File: config.mk
export PLATFORM = sky130hd
export DESIGN_NAME = calc_entry_fsm
export DESIGN_NICKNAME = d
export VERILOG_FILES = /design/src/rtl/calc_entry_fsm.sv
export SDC_FILE = /design/constraint.sdc
export NUM_CORES = 1
export LEC_CHECK = 0
export CAP_MARGIN = 5
export CORE_ASPECT_RATIO = 0.7
export CORE_MARGIN = 2
export CORE_UTILIZATION = 51
export CTS_BUF_LIST = sky130_fd_sc_hd__clkbuf_8
export DETAILED_ROUTE_END_ITERATION = 6
export PLACE_DENSITY_LB_ADDON = 0.12
export SYNTH_ARGS = -nofsm -noshare
export SYNTH_HDL_FRONTEND = slang
export SYNTH_SLANG_ARGS = --single-unit
File: constraint.sdc
create_clock -name clk -period 3 [get_ports clk]
set_input_delay 0.6 -clock clk [delete_from_list [all_inputs] [get_ports clk]]
set_output_delay 0.6 -clock clk [all_outputs]
set_load 0.05 [all_outputs]
File: src/rtl/calc_entry_fsm.sv
// Key-entry controller: assembles two decimal operands and an operator from
// decoded key events and hands them to the ALU over a valid/ready handshake.
module calc_entry_fsm #(
  parameter int unsigned MAX_DIGITS = 3,
  parameter int unsigned WIDTH      = 10
) (
  input  logic             clk,
  input  logic             rst,
  input  logic             key_valid,
  input  logic [3:0]       key_code,
  input  logic             alu_ready,
  output logic             alu_start,
  output logic [WIDTH-1:0] operand_a,
  output logic [WIDTH-1:0] operand_b,
  output logic [1:0]       op_sel,
  output logic [WIDTH-1:0] entry_val,
  output logic [1:0]       digit_cnt
);

  typedef enum logic [1:0] {
    ENTER_A = 2'd0,
    ENTER_B = 2'd1,
    ISSUE   = 2'd2
  } state_e;

  localparam logic [1:0] MAX_CNT = 2'(MAX_DIGITS);

  state_e           state_q, state_d;
  logic [WIDTH-1:0] op_a_q, op_a_d;
  logic [WIDTH-1:0] op_b_q, op_b_d;
  logic [1:0]       op_sel_q, op_sel_d;
  logic [1:0]       cnt_q, cnt_d;
  logic             start_q, start_d;
  logic [WIDTH-1:0] entry_q, entry_d;

  logic             is_digit, is_op, is_enter, is_clear;
  logic [3:0]       op_off;

  // x*10 + d using shifts; truncation to WIDTH is harmless for legal parameters
  function automatic logic [WIDTH-1:0] shift_in(input logic [WIDTH-1:0] x,
                                                input logic [3:0] d);
    shift_in = (x << 3) + (x << 1) + WIDTH'(d);
  endfunction

  always_comb begin
    is_digit = key_valid && (key_code <= 4'd9);
    is_op    = key_valid && (key_code >= 4'd10) && (key_code <= 4'd13);
    is_enter = key_valid && (key_code == 4'd14);
    is_clear = key_valid && (key_code == 4'd15);
    op_off   = key_code - 4'd10;
  end

  // Next-state and next-output computation
  always_comb begin
    state_d  = state_q;
    op_a_d   = op_a_q;
    op_b_d   = op_b_q;
    op_sel_d = op_sel_q;
    cnt_d    = cnt_q;
    start_d  = start_q;
    entry_d  = entry_q;

    case (state_q)
      ENTER_A: begin
        if (is_digit) begin
          if (cnt_q == 2'd0) begin
            op_a_d = WIDTH'(key_code);
            cnt_d  = 2'd1;
          end else if (cnt_q < MAX_CNT) begin
            op_a_d = shift_in(op_a_q, key_code);
            cnt_d  = cnt_q + 2'd1;
          end
        end else if (is_op) begin
          op_sel_d = op_off[1:0];
          op_b_d   = '0;
          cnt_d    = 2'd0;
          state_d  = ENTER_B;
        end
      end
      ENTER_B: begin
        if (is_digit) begin
          if (cnt_q == 2'd0) begin
            op_b_d = WIDTH'(key_code);
            cnt_d  = 2'd1;
          end else if (cnt_q < MAX_CNT) begin
            op_b_d = shift_in(op_b_q, key_code);
            cnt_d  = cnt_q + 2'd1;
          end
        end else if (is_op) begin
          if (cnt_q == 2'd0) op_sel_d = op_off[1:0];
        end else if (is_enter) begin
          if (cnt_q != 2'd0) begin
            state_d = ISSUE;
            start_d = 1'b1;
          end
        end
      end
      ISSUE: begin
        // Operands stay put after the transfer; the next digit starts fresh
        if (start_q && alu_ready) begin
          state_d = ENTER_A;
          start_d = 1'b0;
          cnt_d   = 2'd0;
        end
      end
      default: begin
        state_d = ENTER_A;
        start_d = 1'b0;
      end
    endcase

    if (is_clear) begin
      state_d  = ENTER_A;
      op_a_d   = '0;
      op_b_d   = '0;
      op_sel_d = 2'd0;
      cnt_d    = 2'd0;
      start_d  = 1'b0;
    end

    // Display shows A until the first B digit lands
    case (state_d)
      ENTER_A: entry_d = op_a_d;
      ENTER_B: entry_d = (cnt_d != 2'd0) ? op_b_d : op_a_d;
      ISSUE:   entry_d = op_b_d;
      default: entry_d = op_a_d;
    endcase
  end

  always_ff @(posedge clk) begin
    if (rst) begin
      state_q  <= ENTER_A;
      op_a_q   <= '0;
      op_b_q   <= '0;
      op_sel_q <= 2'd0;
      cnt_q    <= 2'd0;
      start_q  <= 1'b0;
      entry_q  <= '0;
    end else begin
      state_q  <= state_d;
      op_a_q   <= op_a_d;
      op_b_q   <= op_b_d;
      op_sel_q <= op_sel_d;
      cnt_q    <= cnt_d;
      start_q  <= start_d;
      entry_q  <= entry_d;
    end
  end

  assign alu_start = start_q;
  assign operand_a = op_a_q;
  assign operand_b = op_b_q;
  assign op_sel    = op_sel_q;
  assign entry_val = entry_q;
  assign digit_cnt = cnt_q;

endmodule
---- Word level (Yosys, flattened, before mapping) ----
Cells that the tools add are included.
word-level totals
  flip-flop bits (word level) ............. 37
  input port bits ......................... 8
  output and inout port bits .............. 35
  logic and storage cells ................. 90
operators by class
  add/subtract/negate cells ............... 6
  order comparisons ....................... 4
  eq/ne operators ......................... 15
  muxes and demuxes ....................... 43
  bitwise gates (word level) .............. 1
  reduce and logical (&&, ||, !) cells .... 14
operators by type and width
  operator                                                         count
  10-bit two-way mux                                               12
  2-bit two-way mux                                                20
  10-bit case mux with 2 select lines                              2
  10-bit adder                                                     2
  10-bit by 4-bit adder with 10-bit output                         2
  2-bit != test, second input constant                             9
  2-bit case mux with 3 select lines                               2
  6-bit AND reduction                                              2
  4-bit == test, second input constant                             2
  4-bit less-or-equal comparator, second input constant            2
  1-bit logical AND                                                6
  2-bit nonzero test                                               3
  1-bit two-way mux                                                5
  2-bit by 1-bit == test with 1-bit output, second input constant  2
  2-bit == test, second input constant                             2
  4-bit >= comparator, second input constant                       1
  2-bit logical NOT                                                2
  2-bit case mux with 2 select lines                               1
  1-bit case mux with 3 select lines                               1
  2-bit by 1-bit adder with 2-bit output, second input constant    1
  2-bit less-than comparator, second input constant                1
  2-bit OR reduction                                               1
  2-bit subtractor, second input constant                          1
  1-bit NOT                                                        1

---- Longest topological paths before layout ----
  depth after elaboration ................. 10
  gate-level depth with buffers ........... 12

---- Worst setup path after synthesis ----
OpenSTA, ideal clock, no wires.
  path type ............................... reg2reg
  start point ............................. register op_b_q[0], in the netlist operand_b[0]
  end point ............................... register entry_q[8], in the netlist entry_val[8]
  library setup time ...................... 88 ps
  arrival ................................. 2954 ps
  required time ........................... 2912 ps
  setup slack ............................. -43 ps
  cell stages (with the launch flop) ...... 11
  buffers on the path ..................... 0
  clock period less this slack ............ 3043 ps
  cells stage by stage .................... dfxtp_1 > inv_1 > fa_1 > inv_1 > fa_1 > a211oi_1 > nor3_1 > o21a_1 > mux2_2 > o311a_1 > o32ai_2
between the ends
  longest elaborated chain between the ends .. 9
RTL lines
  element                                     RTL line  RTL
  from (decl)                                 30        logic [WIDTH-1:0] op_b_q, op_b_d;
  from (signal assigned)                      142       op_b_q <= op_b_d;
  10-bit adder *                              42        shift_in = (x << 3) + (x << 1) + WIDTH'(d);
  10-bit by 4-bit adder with 10-bit output *  42
  10-bit two-way mux *                        85        end else if (cnt_q < MAX_CNT) begin
  10-bit two-way mux *                        82        if (cnt_q == 2'd0) begin
  10-bit two-way mux *                        81        if (is_digit) begin
  10-bit case mux with 2 select lines *       63        case (state_q)
  10-bit two-way mux *                        112       if (is_clear) begin
  10-bit two-way mux                          124       ENTER_B: entry_d = (cnt_d != 2'd0) ? op_b_d : op_a_d;
  10-bit case mux with 2 select lines *       122       case (state_d)
  to (signal assigned)                        146       entry_q <= entry_d;
  to (decl)                                   34        logic [WIDTH-1:0] entry_q, entry_d;
Mark *: on every way between the ends. The rest lies on a longest branch, timed or not.
A chain may end at the register's enable or synchronous reset.

---- Worst setup path after layout ----
  start point ............................. input key_code[1]
  end point ............................... register entry_q[9], in the netlist entry_val[9]
between the ends
  longest elaborated chain between the ends .. 10
  elaborated cells between the ends (all ways) .. 41
  those cells by class .................... add/sub (2); order compare (3); eq/ne (4); mux (26); reduce/logical (6)
RTL lines
  element                                                                           RTL line  RTL
  from (decl)                                                                       10        input logic [3:0] key_code,
  branches (longest 9 deep; another with 10-bit by 4-bit adder with 10-bit output)  n/a
  10-bit case mux with 2 select lines *                                             122
Every way passes the cells marked *.

==> impl_metrics.json <==
{
  "status": "completed",
  "power.internal_uw": 919.6,
  "setup_ws_ns": 0.08592,
  "power_frac_clock_pct": 33.9,
  "layout.nets": 430,
  "vias": 2735,
  "worst_path_max_delay_cell": "clkdlybuf4s50_1",
  "crit_path_start_kind": "input port",
  "r2r_end": "entry_val[7]",
  "max_clock_freq_mhz": 343.2,
  "p_leak_uw": 0.001523,
  "vdd_drop_max_v": 0.0004122,
  "crit_start": "key_code[1]",
  "ys_seq_elements": 37,
  "yosys-top-cells-area": "dfxtp_1, ha_1, a21oi_1",
  "dp_cells": 450,
  "crit_family": "compound AO/OA/AOI/OAI gates",
  "die_y_um": 65.08,
  "skew_ns": 0.01341,
  "synth.distinct_cells": 65,
  "drt_iter0_markers": 181,
  "tightestPinTransition_ns": 0.5893,
  "rsz0062_at_grt": "false",
  "diodes": 0,
  "crit_buf_inv": 3,
  "routedWlPerCell_um": 17.92,
  "place_congestion": 0.9605,
  "syn_inst": 314,
  "ant_nets": 0,
  "first_pass_iters": 5,
  "vias_per_cell": 5.933,
  "seqPwrFrac_pct": 38.5,
  "cp.depth": 11,
  "dieArea_um2": 5938,
  "grt_max_degree": 24,
  "grt_pass1_wl_um": 13500,
  "switchingPower_uw": 431.5,
  "cts_tree": "yes",
  "synth_nets": 356,
  "start_util_pct": 52.24,
  "htreeDepth": 2,
  "synth_top_area_cell": "dfxtp_1",
  "drt_wl_total_um": 8259,
  "cts_sinks": 37,
  "timing.final.crit_period_ns": 2.914,
  "clkTransAtPathRegs_ns": 0.08,
  "r2r_cells": 11,
  "r2r_start": "operand_b[0]",
  "core_area_um2": 5202,
  "die_w_um": 91.25,
  "stdcell_count": 461,
  "ys_warn_count": 0,
  "drive_above_1_share_pct": 20.31,
  "overflow": 0,
  "hold_buffers": 0,
  "antenna_found_initial": 0,
  "async_reset_ff_share_pct": 0,
  "synth.top_cell.area_share_pct": 27.26,
  "cts_buffers": 5,
  "postSynthAreaPerCell_um2": 8.655,
  "pre_cts_ws_ns": -0.6368,
  "fin_crit_sh_pct": 97.14,
  "maxSlewViolCount": 0,
  "p_sw_share_pct": 31.93,
  "syn2layout_area_growth_pct": 32.92,
  "synth_edf_count": 0,
  "relSlewSlack_pct": 60.41,
  "path_cells": "clkdlybuf4s50_1 > buf_4 > ha_1 > ha_1 > buf_4 > a211oi_4 > o21ai_1 > a31oi_1 > mux2i_1 > nand2_1 > a32o_1",
  "worstPathRequired_ns": 3.18,
  "end_kind": "flip-flop",
  "powerDensity_nw_per_um2": 374.0,
  "final_common_cell": "clkdlybuf4s50_1",
  "ys_seq_area_share_pct": 27.26,
  "io_pins": 43,
  "grt_pass1_vias": 2596,
  "cts_root_buffer": "clkbuf_8",
  "mostFrequentLayoutCells": "clkdlybuf4s50_1, buf_4, dfxtp_1",
  "slowest_delay_ns": 0.45,
  "cts.path.max_buffers": 2,
  "synth_ff_type": "dfxtp_1",
  "row_count": 22,
  "power_frac_comb_pct": 27.6,
  "crit_path_end": "entry_val[9]",
  "reg2reg_slack_ns": 0.21,
  "clock_latency_ns": 0.29,
  "critPathMaxFanout": 4,
  "dp_hpwl_um": 6225,
  "worstSetupPathType": "in -> reg",
  "cp.arrival_ns": 3.10,
  "drv_cap": 0,
  "min_path_type": "reg -> reg",
  "grt_usage_pct": 29.04,
  "hold_viol_final": 0,
  "drc": 0,
  "setup_viol": 0,
  "synth_area_um2": 2718,
  "port_buffers": 42
}
timing repair:
action	CTS	global route
setup endpoints to repair	15	15
hold endpoints to repair	0	0
resized for setup	8	11
pin swaps	2	5
setup buffers	2	1
stage by stage:
step	power [uW]	utilization (%)	TNS, ns	hold slack, ns	cell area [um2]
floorplan	756.4	-	0	0.5834	2720
global placement	871.1	65.56	-7.994	0.4413	3411
detailed placement	877.0	65.56	-8.333	0.4599	3411
CTS	1338	68.76	0	0.4716	3577
global route	1410	69.43	0	0.5050	3612
finish	1351	69.43	0	0.4636	3612
worst reg2reg max path, cell delays in order (launching register included):
cell and delay (ns):
dfxtp_2 0.38, inv_1 0.07, fa_1 0.50, inv_1 0.07, buf_4 0.13, ha_1 0.32, a21oi_1 0.08, o22ai_1 0.22
mux2_2 0.38, o311ai_0 0.29, buf_4 0.19, a32o_1 0.12
power groups by stage:
stage | registers, uW | logic [uW] | clock network, uW
global placement | 532 | 339 | 0
global route | 522 | 401 | 487
CTS | 521 | 357 | 460
floorplan | 583 | 174 | 0
finish | 521 | 373 | 458
detailed placement | 532 | 345 | 0
state kept, by name (all words and copies together) (netlist names):
register   flops
entry_val     10
operand_b     10
digit_cnt      2
op_sel         2
state_q        2
alu_start      1
operand_a     10
Yosys cell counts (2+ instances only):
cell	instances
o21ai_0	10
a22oi_1	2
a32o_1	2
buf_2	6
o22ai_1	7
a21o_1	3
fa_1	4
a21oi_1	24
and2_1	2
and3_1	4
o21a_1	2
a211oi_1	6
nand2b_1	10
nand2_1	29
mux2_2	3
xnor2_1	9
nor2_1	22
ha_1	30
nand4_1	3
xor2_1	3
nand3_2	2
dfxtp_1	37
o31ai_1	3
nor2b_1	2
a22o_1	3
o211ai_1	2
nand3_1	5
mux2i_1	3
o21bai_1	2
nor3_1	11
a31oi_1	3
buf_6	3
clkbuf_1	2
o2bb2ai_1	4
inv_1	18
a2111oi_2	2
or2_2	3
worst min-delay path by stage:
stage / startpoint / end / cells after the start
2_1_floorplan: state_q[1] / state_q[1] / 2
3_3_place_gp: op_sel[1] / op_sel[1] / 2
3_5_place_dp: op_sel[1] / op_sel[1] / 2
4_1_cts: op_sel[1] / op_sel[1] / 2
5_1_grt: op_sel[1] / op_sel[1] / 2
6_report: op_sel[1] / op_sel[1] / 2
cell type report:
class	count	area [um2]
multi-input combinational	246	1884
fill	429	1590
sequential	37	743.2
timing repair buffer	80	706.9
tap	72	90.09
clock buffer	6	82.58
inverter	18	67.56
clock inverter	2	37.54
kinds of logic (layout without fill, tap and decap cells):
family | Yosys count | after routing | synth area share, %
compound gates | 91 | 91 | 24.77
xor+xnor | 12 | 12 | 3.868
fa+ha+maj | 34 | 34 | 16.76
buf+inv | 31 | 106 | 5.525
flops | 37 | 37 | 27.26
mux | 6 | 6 | 2.348
simple gates | 103 | 103 | 19.48
metal layers:
layer  GRT usage, %  routed length [um]  vias up
met5              0                   0        -
met4          8.333                 193        0
met3          6.744                 784       18
met2          41.76                3393      145
met1          43.01                3888     1274
li1               -                   -     1298
Power figures use the tool's default switching activity.
